[src/rtl/hazard_control_unit.sv]
// Hazard controller between ID and EX: load-use stall detection,
// branch/jump flush sequencing, and saturating stall/flush statistics.
module hazard_control_unit #(
   parameter int REG_ADDR_W         = 4,
   parameter int LOAD_LATENCY       = 1,
   parameter int FLUSH_CYCLES       = 1,
   parameter int ZERO_REG_HARDWIRED = 1,
   parameter int STAT_W             = 16
) (
   input  logic                  clock,
   input  logic                  reset,
   input  logic [REG_ADDR_W-1:0] id_rs1,
   input  logic [REG_ADDR_W-1:0] id_rs2,
   input  logic                  id_rs1_used,
   input  logic                  id_rs2_used,
   input  logic [REG_ADDR_W-1:0] ex_rd,
   input  logic                  ex_memread,
   input  logic                  ex_branch,
   input  logic                  ex_branch_ne,
   input  logic                  ex_zero,
   input  logic                  ex_jump,
   output logic                  pc_write_en,
   output logic                  ifid_write_en,
   output logic                  idex_bubble,
   output logic                  flush_ifid,
   output logic                  flush_idex,
   output logic [STAT_W-1:0]     stall_cycles,
   output logic [STAT_W-1:0]     flush_events
);

   localparam int MAX_HOLD = (LOAD_LATENCY > FLUSH_CYCLES) ? LOAD_LATENCY : FLUSH_CYCLES;
   localparam int CNT_W    = $clog2(MAX_HOLD) + 1;

   typedef enum logic [1:0] {RUN, LOAD_STALL, FLUSH} state_t;

   state_t           state, state_nxt;
   logic [CNT_W-1:0] cnt, cnt_nxt;
   logic             rd_is_zero, hit1, hit2, load_use, taken, apply_taken;

   // Saturating increment: holds at all-ones instead of wrapping
   function automatic logic [STAT_W-1:0] sat_inc(input logic [STAT_W-1:0] v);
      return (&v) ? v : v + STAT_W'(1);
   endfunction

   assign rd_is_zero = (ZERO_REG_HARDWIRED != 0) && (ex_rd == '0);
   assign hit1       = id_rs1_used && (id_rs1 == ex_rd) && !rd_is_zero;
   assign hit2       = id_rs2_used && (id_rs2 == ex_rd) && !rd_is_zero;
   assign load_use   = ex_memread && (hit1 || hit2);
   assign taken      = ex_jump || (ex_branch && (ex_branch_ne ? !ex_zero : ex_zero));

   // Same-cycle hazard response and next-state selection; reset forces outputs inactive
   always_comb begin
      pc_write_en   = 1'b1;
      ifid_write_en = 1'b1;
      idex_bubble   = 1'b0;
      flush_ifid    = 1'b0;
      flush_idex    = 1'b0;
      apply_taken   = 1'b0;
      state_nxt     = state;
      cnt_nxt       = cnt;
      case (state)
         RUN, LOAD_STALL: begin
            if (taken) begin
               // a flush always wins and aborts any stall in progress
               flush_ifid  = 1'b1;
               flush_idex  = 1'b1;
               apply_taken = 1'b1;
               if (FLUSH_CYCLES > 1) begin
                  state_nxt = FLUSH;
                  cnt_nxt   = CNT_W'(FLUSH_CYCLES - 1);
               end else begin
                  state_nxt = RUN;
                  cnt_nxt   = '0;
               end
            end else if (state == LOAD_STALL) begin
               pc_write_en   = 1'b0;
               ifid_write_en = 1'b0;
               idex_bubble   = 1'b1;
               if (cnt == CNT_W'(1)) begin
                  state_nxt = RUN;
                  cnt_nxt   = '0;
               end else begin
                  cnt_nxt = cnt - CNT_W'(1);
               end
            end else if (load_use) begin
               pc_write_en   = 1'b0;
               ifid_write_en = 1'b0;
               idex_bubble   = 1'b1;
               if (LOAD_LATENCY > 1) begin
                  state_nxt = LOAD_STALL;
                  cnt_nxt   = CNT_W'(LOAD_LATENCY - 1);
               end
            end
         end
         FLUSH: begin
            flush_ifid = 1'b1;
            if (taken) begin
               // a fresh branch/jump restarts the flush window
               flush_idex  = 1'b1;
               apply_taken = 1'b1;
               cnt_nxt     = CNT_W'(FLUSH_CYCLES - 1);
            end else if (cnt == CNT_W'(1)) begin
               state_nxt = RUN;
               cnt_nxt   = '0;
            end else begin
               cnt_nxt = cnt - CNT_W'(1);
            end
         end
         default: begin
            state_nxt = RUN;
            cnt_nxt   = '0;
         end
      endcase
      if (reset) begin
         pc_write_en   = 1'b1;
         ifid_write_en = 1'b1;
         idex_bubble   = 1'b0;
         flush_ifid    = 1'b0;
         flush_idex    = 1'b0;
         apply_taken   = 1'b0;
      end
   end

   // State, hold counter and statistics registers
   always_ff @(posedge clock or posedge reset) begin
      if (reset) begin
         state        <= RUN;
         cnt          <= '0;
         stall_cycles <= '0;
         flush_events <= '0;
      end else begin
         state <= state_nxt;
         cnt   <= cnt_nxt;
         if (!pc_write_en) stall_cycles <= sat_inc(stall_cycles);
         if (apply_taken)  flush_events <= sat_inc(flush_events);
      end
   end

endmodule

[config.mk]
export PLATFORM = sky130hd
export DESIGN_NAME = hazard_control_unit
export DESIGN_NICKNAME = d
export VERILOG_FILES = /design/src/rtl/hazard_control_unit.sv
export SDC_FILE = /design/constraint.sdc
export NUM_CORES = 1
export LEC_CHECK = 0
export CAP_MARGIN = 20
export CELL_PAD_IN_SITES_DETAIL_PLACEMENT = 2
export CELL_PAD_IN_SITES_GLOBAL_PLACEMENT = 2
export CORE_MARGIN = 3
export CORE_UTILIZATION = 30
export CTS_BUF_LIST = sky130_fd_sc_hd__clkbuf_8
export CTS_CLUSTER_DIAMETER = 100
export DETAILED_ROUTE_END_ITERATION = 7
export HOLD_SLACK_MARGIN = 0.08
export PLACE_DENSITY_LB_ADDON = 0.1
export SYNTH_ARGS = -nofsm -noshare
export SYNTH_HDL_FRONTEND = slang
export SYNTH_SLANG_ARGS = --single-unit
[constraint.sdc]
create_clock -name clock -period 2.43 [get_ports clock]
set_input_delay 0.3645 -clock clock [delete_from_list [all_inputs] [get_ports clock]]
set_output_delay 0.3645 -clock clock [all_outputs]
set_load 0.005 [all_outputs]
==> flow_summary_export.csv, run 1 <==
group,metric,value,unit
synthesis,synth_edf_count,0,
detailed_routing,vias,1637,
floorplanning,fp-row-count,28,
floorplanning,die-area,7313,sq um
sta,fin_crit_sh,94.00,%
pwr,combinationalPowerShare,25.5,%
sta,fin_skew,2.604,ps
setup_path,path_buf_inv,4,
sta,min_period,2284,ps
setup_path,cp_slowest_cell,"clkdlybuf4s50_1",
synthesis,ys.flop_type,"dfrtp_1",
min_path,hold_class,"input pin to async pin",
detailed_routing,drt_wl_total,5683,microns
sta,finalSetupViolations,0,
cells_and_area,nFillCells,624,
synthesis,yosysWarnings,0,
setup_path,cpPeakStageDelay,490,ps
synthesis,yosys.cell_types.count,39,
floorplanning,io_pins,58,
setup_path,path_cells,"clkdlybuf4s50_1 > o41ai_2 > buf_4 > nor4b_4 > a211oi_4 > nor2_2 > inv_1 > dlygate4sd2_1",
setup_path,cp.required,2070,ps
setup_path,endpoint_kind,"primary output",
pwr,vdd_drop_max,0.2833,mV
cells_and_area,finalInstanceArea,2779,sq um
clock_tree,postCtsSetupRepairBufs,0,
clock_tree,cts_tree,"yes",
sta,finalHoldViolCount,0,
synthesis,synth-async-reset-ratio,100.0,%
synthesis,seq_area_frac_synth,46.17,%
clock_tree,root_buffer,"clkbuf_8",
detailed_routing,ant_nets,0,
clock_tree,cts_sinks,35,
synthesis,synthesis.nets,196,
pwr,p_switching,0.4808,mW
job,drv_cap,0,
sta,rsz0062_at_grt,"no",
floorplanning,die_h,85.52,microns
placed_design,gp_congestion,0.9028,
pwr,pwr_density_cell,561.1,nW/um^2
sta,max_freq,437.8,MHz
sta,tightest_slew,599.3,ps
clock_tree,cts_inserted_buffers,5,
cells_and_area,num_antenna_cells,0,
pwr,p_leak,1.247,nW
sta,final_max_slew_viol_count,0,
detailed_routing,drt_iter0_drc,68,
grt,grt_pass1_vias,1887,
pwr,power_frac_clock,26.1,%
grt,grt_start_max_net_pins,36,
cells_and_area,drive_above_1_share,18.50,%
clock_tree,worstSkewPairLatency,290,ps
detailed_routing,top_layer_used,"met4",
cells_and_area,layout_commonest_cell,"clkdlybuf4s50_1",
grt,grt-ovfl-total,0,
cells_and_area,layout_common_cells,"clkdlybuf4s50_1, dfrtp_1, buf_4",
grt,antenna_found_initial,0,
cells_and_area,nets,276,
detailed_routing,vias_per_cell,4.976,
floorplanning,start_util,31.48,%
detailed_routing,wire_per_inst,17.27,microns
setup_path,crit_path_start_kind,"input pin",
detailed_routing,firstDrtPassIters,4,
pwr,seq_power_share,48.5,%
synthesis,synthCells,173,
setup_path,cp_max_fo,2,
placed_design,port_buffers,57,
clock_tree,cts.clk_slew.worst_paths,70,ps
placed_design,dp_hpwl,4441,microns
floorplanning,die_x,85.52,microns
detailed_routing,met3_length,334,microns
grt,grt_pass1_wl,9722,microns
placed_design,dp_slack,-364.3,ps
setup_path,worstPathArrival,1920,ps
grt,grt_usage,16.85,%
detailed_routing,wl_met1,2377,microns
clock_tree,clk_path_buf_depth,2,
clock_tree,postCtsHoldBufs,0,
floorplanning,coreArea,6026,sq um
setup_path,crit_type,"input pin to primary output",
synthesis,syn_area_per_cell,10.96,sq um
sta,maxSlewHeadroom,59.99,%
detailed_routing,drc_errors,0,
clock_tree,htreeDepth,2,
pwr,switching_share,30.83,%
run_status,outcome,"finished clean",
placed_design,placed_cell_area,2678,sq um
synthesis,netlist_area,1897,sq um
synthesis,synth_seq_cells,35,
sta,setup_ws,145.9,ps
cells_and_area,area_growth_syn_to_layout,46.50,%
detailed_routing,dr_wl_met2,2915,microns
pwr,intPower,1.079,mW
setup_path,cp_top_family,"buffers and inverters",
## metrics by stage
stage               hold slack [ps]  util (%)  total power, mW  cells  TNS, ps
CTS                           397.7     45.95            1.589    329        0
finish                        393.8     46.12            1.559    329        0
global placement              485.1     44.44            1.135    321    -1942
floorplan                     332.7         -           0.9117    173        0
detailed placement            498.3     44.44            1.170    321    -3103
global route                  386.5     46.12            1.667    329        0
## synth_stat cells, types with 2 or more instances
cell,count,area share [%]
nor4b_1,2,0.92
and2_1,3,0.99
and3_1,3,0.99
nor2_1,8,1.6
nor4_2,6,4.0
nand2_1,15,3.0
nor3_1,4,1.1
inv_1,6,1.2
nand4_1,9,3.0
xor2_1,20,9.2
nand2b_1,2,0.66
nor4_1,6,2.0
and4_1,2,0.92
ha_1,2,1.3
buf_6,2,1.2
mux2_2,3,1.8
dfrtp_1,35,46
nand3_1,10,2.6
xnor2_1,15,6.9
## kinds of logic (layout without fill, tap and decap cells)
kind of cell,Yosys count,count (layout),share of synthesized area (%)
adder cells (fa/ha/maj),2,2,1.319
flip-flops,35,35,46.17
AO/OA/AOI/OAI,10,10,5.278
XOR/XNOR,35,35,16.16
buffers and inverters,11,92,3.364
multiplexers,4,4,2.375
AND/OR/NAND/NOR,76,76,25.33
## path summary, 6_finish.rpt
kind / from / to / slack (ps) / cells past startpoint
setup reg to reg: stall_cycles[6]$_DFFE_PP0P_ / stall_cycles[5]$_DFFE_PP0P_ / 350 / 6
setup / recovery: ex_memread / ifid_write_en / 150 / 8
hold reg to reg: flush_events[11]$_DFFE_PP0P_ / flush_events[11]$_DFFE_PP0P_ / 500 / 1
max in group asynchronous: reset / flush_events[13]$_DFFE_PP0P_ / 1400 / 3
hold / removal: reset / cnt$_DFFE_PP0P_ / 390 / 2
min in group clock: flush_events[11]$_DFFE_PP0P_ / flush_events[11]$_DFFE_PP0P_ / 500 / 1
## per-layer routing
metal | vias to the layer above | GRT usage, %
li1 | 772 | -
met1 | 816 | 20.47
met2 | 45 | 28.95
met3 | 4 | 4.995
met4 | 0 | 4.748
met5 | - | 0
## power by group through the flow
stage	sequential (mW)	clock, mW	combinational (mW)
global placement	0.751	0	0.384
floorplan	0.745	0	0.167
CTS	0.756	0.427	0.405
global route	0.771	0.459	0.437
finish	0.756	0.407	0.397
detailed placement	0.767	0	0.403
## what timing repair did
item / CTS / global route
endpoints found under the setup margin: 5 / 1
cloned: 0 / 0
gates resized for setup: 12 / 2
pin swaps: 3 / 1
## cell type report
class | instances | area (sq um) | share of cell area (%)
Clock inverter | 3 | 15.01 | 0.5403
Multi-Input combinational cell | 127 | 983.4 | 35.39
Tap cell | 75 | 93.84 | 3.377
Timing Repair Buffer | 77 | 711.9 | 25.62
Sequential cell | 35 | 875.8 | 31.52
Clock buffer | 5 | 68.82 | 2.476
Inverter | 7 | 30.03 | 1.081
## flip-flops by register name, indices dropped and copies added, names as in the netlist
signal,count
stall_cycles,16
cnt,1
flush_events,16
state,2
Note: power is estimated with default switching activity, not from simulation.
==> run 2, diff against run 1 <==
- CAP_MARGIN: 20 -> 0
==> results of run 2 <==
Final layout, timing and power as in run 1 (identical DEF).
==> run 3, diff against run 2 <==
- CORE_MARGIN: 3 -> 2
==> flow_summary_export.csv, run 3 (synthesis gave the netlist of run 1 again) <==
group,metric,value,unit
grt,grt_pass1_vias,1860,
placed_design,placed_cell_area,2648,sq um
cells_and_area,reg.largest.list,"flush_events (16), stall_cycles (16), state (2)",
floorplanning,start_util,31.48,%
cells_and_area,utilization,45.74,%
sta,finalHoldViolCount,0,
setup_path,endpoint_kind,"primary output",
setup_path,worstPathArrival,1960,ps
grt,grt_pass1_wl,9860,microns
setup_path,r2r-start,"stall_cycles[6]$_DFFE_PP0P_",
setup_path,cp_max_fo,2,
job,drv_cap,0,
placed_design,gp_congestion,0.9356,
setup_path,crit_path_start_kind,"input pin",
clock_tree,cts.clk_slew.worst_paths,70,ps
sta,whs,380.8,ps
sta,rsz0062_at_grt,"no",
placed_design,dp_hpwl,4357,microns
grt,grt_usage,17.46,%
floorplanning,coreArea,6026,sq um
sta,max_freq,429.6,MHz
cells_and_area,area_growth_syn_to_layout,45.32,%
detailed_routing,vias,1642,
floorplanning,io_pins,58,
placed_design,port_buffers,57,
clock_tree,cts_sinks,35,
setup_path,rrSetupSlack,210,ps
run_status,outcome,"finished clean",
cells_and_area,nFillCells,637,
pwr,finalPower,1.588,mW
sta,fin_skew,5.880,ps
pwr,p_leak,1.227,nW
setup_path,startpoint,"id_rs1[0]",
detailed_routing,drc_errors,0,
detailed_routing,vias_per_cell,5.068,
cells_and_area,layout_commonest_cell,"clkdlybuf4s50_1",
floorplanning,die-area,6975,sq um
pwr,vdd_drop_max,0.3457,mV
setup_path,r2r-end,"stall_cycles[7]$_DFFE_PP0P_",
sta,fin_crit_sh,95.79,%
detailed_routing,drt_iter0_drc,50,
cells_and_area,num_antenna_cells,0,
sta,finalSetupViolations,0,
clock_tree,cts_inserted_buffers,5,
grt,grt-ovfl-total,0,
setup_path,cp.required,2070,ps
detailed_routing,ant_nets,0,
grt,antenna_found_initial,0,
placed_design,dpl.cell_count,317,
min_path,hold_class,"input pin to async pin",
floorplanning,fp-row-count,28,
setup_path,crit_type,"input pin to primary output",
clock_tree,cts_tree,"yes",
floorplanning,die_x,83.52,microns
sta,maxSlewHeadroom,59.25,%
setup_path,ff2ff_path_depth,7,
cells_and_area,instances_no_fill,324,
detailed_routing,firstDrtPassIters,4,
sta,min_period,2328,ps
clock_tree,root_buffer,"clkbuf_8",
sta,final_max_slew_viol_count,0,
cells_and_area,layout_common_cells,"clkdlybuf4s50_1, dfrtp_1, xor2_1",
clock_tree,clk_path_buf_depth,2,
clock_tree,htreeDepth,2,
pwr,pwr_density_cell,576.0,nW/um^2
detailed_routing,drt_wl_total,5735,microns
grt,grt_start_max_net_pins,36,
sta,tightest_slew,610.2,ps
detailed_routing,wire_per_inst,17.70,microns
cells_and_area,drive_above_1_share,16.87,%
floorplanning,die_h,83.52,microns
cells_and_area,nets,272,
clock_tree,worstSkewPairLatency,290,ps
cells_and_area,finalInstanceArea,2756,sq um
==> run 3: cell types whose count changed in the layout (fill, tap and decap cells not counted), sizes merged <==
cell	previous run	this run
clkdlybuf4s50	47	49
buf	20	16
clkdlybuf4s15	0	1
clkbuf	5	6
dlygate4sd2	9	6
clkinv	3	1
==> run 3: how the worst max path moves through the flow <==
| stage | to | slack [ps] | cells after the start |
|---|---|---|---|
| 2_1_floorplan | pc_write_en | 320 | 7 |
| 3_3_place_gp | pc_write_en | -300 | 9 |
| 3_5_place_dp | idex_bubble | -370 | 7 |
| 4_1_cts | flush_ifid | 4 | 7 |
| 5_1_grt | pc_write_en | 1 | 9 |
| 6_report | ifid_write_en | 100 | 7 |
==> run 3: critical path: stages <==
cell	delay (ps)
clkdlybuf4s50_1	440
a222oi_1	360
nor4b_4	300
a211oi_4	60
nor2_2	130
inv_1	50
dlygate4sd2_1	250
==> run 3: final cells by class <==
cell class | instances | area (sq um) | share of cell area [%]
Multi-Input combinational cell | 127 | 983.4 | 35.68
Sequential cell | 35 | 875.8 | 31.77
Timing Repair Buffer | 73 | 685.7 | 24.88
Tap cell | 75 | 93.84 | 3.404
Clock buffer | 6 | 82.58 | 2.996
Inverter | 7 | 30.03 | 1.089
Clock inverter | 1 | 5.005 | 0.1816
==> run 3: timing repair <==
item | CTS | global route
setup buffers | 0 | 0
pin swaps | 0 | 4
setup endpoints to repair | 5 | 4
resized for setup | 10 | 3
hold buffers | 0 | 0
==> run 3: power breakdown <==
part           switching, mW  internal, mW  total (mW)
registers              0.103         0.650       0.753
clock network          0.216         0.223       0.438
logic                  0.166         0.230       0.396
==> run 3: stage by stage <==
| stage | setup TNS [ps] | setup WS (ps) |
|---|---|---|
| after global routing | 0 | 1.431 |
| after floorplan | 0 | 316.3 |
| final | 0 | 102.3 |
| after global placement | -2387 | -301.9 |
| after detailed placement | -3715 | -365.0 |
| after CTS | 0 | 4.376 |
==> run 3: routing by layer <==
layer / track usage, % / share of wire, % / vias up
li1: - / - / 767
met1: 22.43 / 44 / 823
met2: 29.77 / 51 / 47
met3: 4.352 / 4.4 / 5
met4: 3.959 / 0.82 / 0
met5: 0 / 0 / -
